==> config.mk <==
export PLATFORM = sky130hd
export DESIGN_NAME = dyn_compressor
export DESIGN_NICKNAME = d
export VERILOG_FILES = /design/src/rtl/dyn_comp_pkg.sv /design/src/rtl/dyn_comp_div.sv /design/src/rtl/dyn_compressor.sv
export SDC_FILE = /design/constraint.sdc
export NUM_CORES = 2
export LEC_CHECK = 0
export BUFFER_PORTS_ARGS = -buffer_cell sky130_fd_sc_hd__buf_2
export CAP_MARGIN = 20
export CORE_UTILIZATION = 65
export DETAILED_ROUTE_END_ITERATION = 6
export PLACE_DENSITY = 0.8
export SYNTH_ARGS = -nofsm -noshare
export SYNTH_HDL_FRONTEND = slang
export SYNTH_SLANG_ARGS = --single-unit
==> constraint.sdc <==
create_clock -name i_clk -period 20.9 [get_ports i_clk]
set_input_delay 3.135 -clock i_clk [delete_from_list [all_inputs] [get_ports i_clk]]
set_output_delay 3.135 -clock i_clk [all_outputs]
set_load 0.01 [all_outputs]
==> src/rtl/dyn_comp_pkg.sv <==
// dyn_comp_pkg: shared ratio encoding, unity gain, envelope shift and divider length for the compressor
package dyn_comp_pkg;
  typedef enum logic [1:0] {RATIO_2_1, RATIO_4_1, RATIO_8_1, RATIO_LIMIT} ratio_e;
  localparam logic [15:0] GAIN_UNITY = 16'h8000;
  localparam int ENV_SH = 4;
  localparam int DIV_CYCLES = 16;
endpackage

==> src/rtl/dyn_comp_div.sv <==
// dyn_comp_div: 16-step restoring divider (i_start/o_busy/o_done), o_quot = i_num / i_den assuming i_num>>16 < i_den
module dyn_comp_div
  import dyn_comp_pkg::*;
#(
  parameter int DATA_W = 16
) (
  input  logic               i_clk,
  input  logic               i_rst_n,
  input  logic               i_start,
  input  logic [DATA_W+13:0] i_num,
  input  logic [DATA_W-2:0]  i_den,
  output logic               o_busy,
  output logic               o_done,
  output logic [15:0]        o_quot
);
  logic [DATA_W-2:0] rem, den;
  logic [DATA_W-1:0] rem_sh;
  logic [15:0] quot;
  logic [4:0] cnt;
  logic ge;
  assign o_quot = quot;
  always_comb begin
    rem_sh = {rem, quot[15]};
    ge = rem_sh >= {1'b0, den};
  end
  always_ff @(posedge i_clk or negedge i_rst_n)
    if (!i_rst_n) begin
      rem <= '0;
      den <= '0;
      quot <= '0;
      cnt <= '0;
      o_busy <= 1'b0;
      o_done <= 1'b0;
    end else begin
      o_done <= 1'b0;
      if (i_start && !o_busy) begin
        rem <= (DATA_W-1)'(i_num[DATA_W+13:16]);
        quot <= i_num[15:0];
        den <= i_den;
        cnt <= 5'(DIV_CYCLES);
        o_busy <= 1'b1;
      end else if (o_busy) begin
        rem <= ge ? (DATA_W-1)'(rem_sh - {1'b0, den}) : rem_sh[DATA_W-2:0];
        quot <= {quot[14:0], ge};
        cnt <= cnt - 5'd1;
        if (cnt == 5'd1) begin
          o_busy <= 1'b0;
          o_done <= 1'b1;
        end
      end
    end
endmodule

==> src/rtl/dyn_compressor.sv <==
// dyn_compressor: linked-gain lookahead compressor (i_valid/i_data in, o_valid/o_data/o_gain/o_clip/o_overrun out)
module dyn_compressor
  import dyn_comp_pkg::*;
#(
  parameter int DATA_W   = 16,
  parameter int CH       = 2,
  parameter int LA_DEPTH = 32
) (
  input  logic                 i_clk,
  input  logic                 i_rst_n,
  input  logic                 i_valid,
  input  logic                 i_enable,
  input  logic [DATA_W-2:0]    i_threshold,
  input  logic [1:0]           i_ratio,
  input  logic [3:0]           i_attack_sh,
  input  logic [3:0]           i_release_sh,
  input  logic [15:0]          i_makeup,
  input  logic [CH*DATA_W-1:0] i_data,
  output logic [CH*DATA_W-1:0] o_data,
  output logic                 o_valid,
  output logic [15:0]          o_gain,
  output logic                 o_clip,
  output logic                 o_overrun
);
  localparam int AW = $clog2(LA_DEPTH);
  localparam logic [AW:0] FULL = (AW+1)'(LA_DEPTH);
  localparam logic signed [31:0] SMAX = 2**(DATA_W-1) - 1;
  localparam logic signed [31:0] SMIN = -(2**(DATA_W-1));
  logic [CH*DATA_W-1:0] la_ram [LA_DEPTH];
  logic [CH*DATA_W-1:0] rd, sat_data;
  logic [AW-1:0] wp;
  logic [AW:0] fill;
  logic [DATA_W-2:0] env, env_nx, thr_q, lvl, abs_c, tl;
  logic [DATA_W-1:0] x, neg;
  logic signed [DATA_W-1:0] xd;
  logic signed [31:0] p1, p2;
  logic [1:0] ratio_q;
  logic [15:0] g, tgt, gd, gs, gst, g_nx, quot;
  logic pend, over, start, busy, done, clip_any;
  assign o_gain = g;
  always_comb begin
    rd = la_ram[wp];
    lvl = '0;
    x = '0;
    neg = '0;
    abs_c = '0;
    xd = '0;
    p1 = '0;
    p2 = '0;
    sat_data = '0;
    clip_any = 1'b0;
    for (int c = 0; c < CH; c++) begin
      x = i_data[c*DATA_W +: DATA_W];
      neg = -x;
      abs_c = !x[DATA_W-1] ? x[DATA_W-2:0] : neg[DATA_W-1] ? '1 : neg[DATA_W-2:0];
      lvl = abs_c > lvl ? abs_c : lvl;
      xd = fill == FULL ? rd[c*DATA_W +: DATA_W] : '0;
      p1 = (32'(xd) * $signed({16'b0, g})) >>> 15;
      p2 = (p1 * $signed({16'b0, i_makeup})) >>> 12;
      sat_data[c*DATA_W +: DATA_W] = p2 > SMAX ? SMAX[DATA_W-1:0] : p2 < SMIN ? SMIN[DATA_W-1:0] : p2[DATA_W-1:0];
      clip_any = clip_any | p2 > SMAX | p2 < SMIN;
    end
  end
  always_comb begin
    env_nx = lvl > env ? env + ((lvl - env) >> ENV_SH) : env - ((env - lvl) >> ENV_SH);
    over = env > thr_q;
    tl = ratio_q == RATIO_LIMIT ? thr_q : thr_q + ((env - thr_q) >> ({1'b0, ratio_q} + 3'd1));
    start = pend && over && !busy;
    gd = g > tgt ? g - tgt : tgt - g;
    gs = g > tgt ? gd >> i_attack_sh : gd >> i_release_sh;
    gst = gs == '0 ? 16'd1 : gs;
    g_nx = g > tgt ? g - gst : g < tgt ? g + gst : g;
  end
  dyn_comp_div #(.DATA_W(DATA_W)) u_div (
    .i_clk   (i_clk),
    .i_rst_n (i_rst_n),
    .i_start (start),
    .i_num   ({tl, 15'b0}),
    .i_den   (env),
    .o_busy  (busy),
    .o_done  (done),
    .o_quot  (quot)
  );
  always_ff @(posedge i_clk)
    if (i_valid) la_ram[wp] <= i_data;
  always_ff @(posedge i_clk or negedge i_rst_n)
    if (!i_rst_n) begin
      o_data <= '0;
      o_valid <= 1'b0;
      o_clip <= 1'b0;
      o_overrun <= 1'b0;
      g <= GAIN_UNITY;
      tgt <= GAIN_UNITY;
      env <= '0;
      thr_q <= '0;
      ratio_q <= '0;
      wp <= '0;
      fill <= '0;
      pend <= 1'b0;
    end else begin
      o_valid <= i_valid;
      pend <= i_valid;
      o_clip <= i_valid && i_enable && clip_any;
      if (i_valid) begin
        o_data <= i_enable ? sat_data : i_data;
        g <= i_enable ? g_nx : GAIN_UNITY;
        env <= env_nx;
        thr_q <= i_threshold;
        ratio_q <= i_ratio;
        wp <= wp + 1'b1;
        fill <= fill == FULL ? fill : fill + 1'b1;
        if (busy || pend) o_overrun <= 1'b1;
      end
      if (pend && !over) tgt <= GAIN_UNITY;
      else if (done) tgt <= quot > GAIN_UNITY ? GAIN_UNITY : quot;
    end
endmodule

==> flow_metrics.py <==
metrics = {
    "timing": {
        "setup_slack_ns": 2.00,
        "fin_crit_ns": 18.90,
        "finalSetupTns_ns": 0,
        "fin_crit_sh_pct": 90.4,
        "max_freq_ghz": 0.0529,
        "holdWs_ns": 0.467,
        "rsz0062_at_grt": "false",
        "finalClockSkew_ns": 0.120,
        "final-setup-viol-count": 0,
        "slew_headroom_pct": 21.1,
        "drv_slew": 0,
        "hold_viol": 0,
        "tightestPinTransition_ns": 1.18,
    },
    "pwr": {
        "power_density_mw_per_mm2": 119,
        "vdd_ir_drop_max_mv": 0.197,
        "p_leak_nw": 42.6,
    },
    "worst_setup_path": {
        "cp_slowest_stage_delay_ns": 1.01,
        "path_max_fanout": 39,
        "endpoint_kind": "flop",
        "crit_path_top_delay_cell": "nor2b_1",
        "critPathLaunchType": "flop",
        "worst_path_most_repeated_cell": "fa_1",
        "arrival_ns": 19.40,
        "critPathKind": "reg2reg",
        "required_ns": 21.40,
    },
    "cts": {
        "cts-buffers-inserted": 115,
        "cts-root-buf": "clkbuf_16",
        "clk_pin_slew_ns": 0.07,
        "ctsResizeCount": 0,
        "clockBufferDepth": 3,
        "cts_tree": "done",
        "ctsHoldBuffers": 0,
        "clk_latency_ns": 0.82,
        "htreeDepth": 3,
        "cts_setup_buffers": 0,
        "cts_sinks": 1187,
    },
    "synth": {
        "avgSynthCellArea_um2": 11.6,
        "ys_async_sr_fraction_pct": 13.7,
        "synth_fp_nets": 9430,
        "synth_area_mm2": 0.0912,
        "synth.top_cell.area_share_pct": 33.7,
        "synth_area_leaders": "edfxtp_1, fa_1, ha_1",
        "synth-main-ff-cell": "edfxtp_1",
        "synth_edf_count": 1024,
        "ys_seq_area_share_pct": 38.2,
        "synthCells": 7886,
        "ys_seq_elements": 1187,
        "yosysTopAreaCell": "edfxtp_1",
        "yosysUniqueCellTypes": 91,
        "yosysWarnings": 0,
    },
    "layout": {
        "multi_input_area_mm2": 0.0503,
        "n_fill_cell": 9221,
        "register_area_mm2": 0.0348,
        "syn_to_final_growth_pct": 7.81,
        "postLayoutCoreUtil_pct": 70.5,
        "drive_above_1_share_pct": 10.4,
        "final_nets": 9464,
    },
    "worst_hold_path": {
        "hold_class": "reg2reg",
    },
    "grt": {
        "grt_pass1_wl_um": 404000,
        "antenna_found_initial": 10,
        "grt.overflow.total": 0,
        "first_global_vias": 66500,
        "grt_usage_pct": 38.5,
        "grt_max_degree": 79,
    },
    "drt": {
        "wl_per_cell_um": 27.0,
        "drcViolationCount": 6,
        "via_per_inst": 6.45,
        "antenna_left": 0,
        "finalWirelength_um": 267000,
        "drtIter0Drc": 7691,
        "dr.pass1.iters": 7,
        "vias": 63900,
    },
    "run_status": {
        "outcome": "finished with violations",
        "violations": "DRC",
    },
    "flow_run": {
        "maxCapViolCount": 0,
    },
    "die": {
        "core_mm2": 0.139,
        "initial_utilization_pct": 65.4,
        "die_x_um": 377,
        "die_y_um": 377,
        "fp.dieArea_mm2": 0.142,
        "io_pins": 128,
        "rows": 137,
    },
    "placement": {
        "place.port_buffers": 127,
        "preCtsSetupSlack_ns": 2.37,
        "hpwl_um": 174000,
        "place_congestion": 0.919,
    },
}
==> cells in the final DEF (no fill, tap or decap), types with 71 or more instances in the layout <==
| master | n |
|---|---|
| nor2_1 | 243 |
| dfrtp_1 | 157 |
| clkbuf_16 | 115 |
| o21ai_0 | 232 |
| inv_1 | 1326 |
| a22oi_1 | 71 |
| mux2i_1 | 78 |
| a21o_1 | 72 |
| ha_1 | 549 |
| a21oi_1 | 200 |
| xnor2_1 | 143 |
| mux4_2 | 241 |
| fa_1 | 918 |
| edfxtp_1 | 1024 |
| nand2_1 | 786 |
| buf_2 | 125 |
| buf_4 | 158 |
| xor2_1 | 71 |
| and2_1 | 509 |
==> final cells by class <==
type                            count  area share [%]
Inverter                         1330            5.08
Antenna cell                        3         0.00764
Multi-Input combinational cell   4991            51.1
Clock buffer                      138            3.04
Tap cell                         1876            2.39
Clock inverter                     75           0.830
Sequential cell                  1187            35.4
Timing Repair Buffer              295            2.07
==> flip-flops by register name, indices dropped and copies added (netlist names) <==
| register | count |
|---|---|
| tgt | 16 |
| u_div.den | 15 |
| pend | 1 |
| o_clip | 1 |
| env | 15 |
| fill | 6 |
| thr_q | 15 |
| ratio_q | 2 |
| la_ram | 1024 |
| u_div.o_done | 1 |
| o_data | 32 |
| o_overrun | 1 |
| u_div.o_busy | 1 |
| o_gain | 16 |
| u_div.rem | 15 |
| u_div.cnt | 5 |
| wp | 5 |
| u_div.o_quot | 16 |
==> routing by layer <==
| metal | vias to the layer above | track usage, % | routed length, um |
|---|---|---|---|
| li1 | 26500 | - | - |
| met1 | 31900 | 48.7 | 91700 |
| met2 | 4387 | 61.7 | 126000 |
| met3 | 1080 | 9.10 | 32400 |
| met4 | 14 | 21.0 | 17300 |
| met5 | - | 0 | 90 |
==> worst paths after layout <==
kind                                 from           end  slack, ns  depth (start not counted)
worst max-delay path                wp[0]    o_data[18]       2.00                         58
worst min-delay path            o_overrun     o_overrun       0.47                          1
worst max register to register      wp[0]    o_data[18]       2.00                         58
worst min register to register  o_overrun     o_overrun       0.47                          1
max in group asynchronous         i_rst_n  u_div.o_busy      16.26                          3
min in group asynchronous         i_rst_n       tgt[11]       2.36                          1
==> power by group <==
group,internal (W),switching [W]
clock network,0.00115,0.000985
logic,0.00247,0.00395
registers,0.00284,0.000273
total,0.00647,0.00520
==> cells in the mapped netlist (149+ instances only) <==
cell	instances
fa_1	918
nand2_1	786
a21oi_1	201
ha_1	549
xnor2_1	149
mux4_2	241
o21ai_0	232
clkbuf_1	306
inv_1	1326
dfrtp_1	161
and2_1	509
edfxtp_1	1024
nor2_1	277
==> worst max-delay path: cells and delay by family, from the launching register on <==
family,cells,cell delay (ns)
adder cells (fa/ha/maj),14,6.65
AO/OA/AOI/OAI,22,5.55
buffers and inverters,13,2.45
AND/OR/NAND/NOR,7,2.13
flip-flops,1,0.95
multiplexers,1,0.60
XOR/XNOR,1,0.11
==> metrics by stage <==
| stage | cells | total power (W) | cell area [um^2] |
|---|---|---|---|
| 5_1_grt | 9893 | 0.0123 | 98300 |
| 4_1_cts | 9885 | 0.0115 | 98200 |
| 6_report | 9895 | 0.0117 | 98300 |
| 3_3_place_gp | 9671 | 0.00910 | 94400 |
| 3_5_place_dp | 9672 | 0.00926 | 94400 |
| 2_1_floorplan | 7886 | 0.00751 | 91200 |
==> cell families (layout without fill, tap and decap cells) <==
kind of cell | Yosys count | in the layout | share of synthesized area, %
simple gates | 1966 | 1966 | 10.5
buf+inv | 1708 | 1838 | 7.10
fa+ha+maj | 1468 | 1468 | 27.7
flops | 1187 | 1187 | 38.2
compound gates | 998 | 998 | 7.29
mux | 332 | 332 | 6.97
xor+xnor | 227 | 227 | 2.20
other cells | 0 | 3 | 0
(Power assumes the default switching activity.)
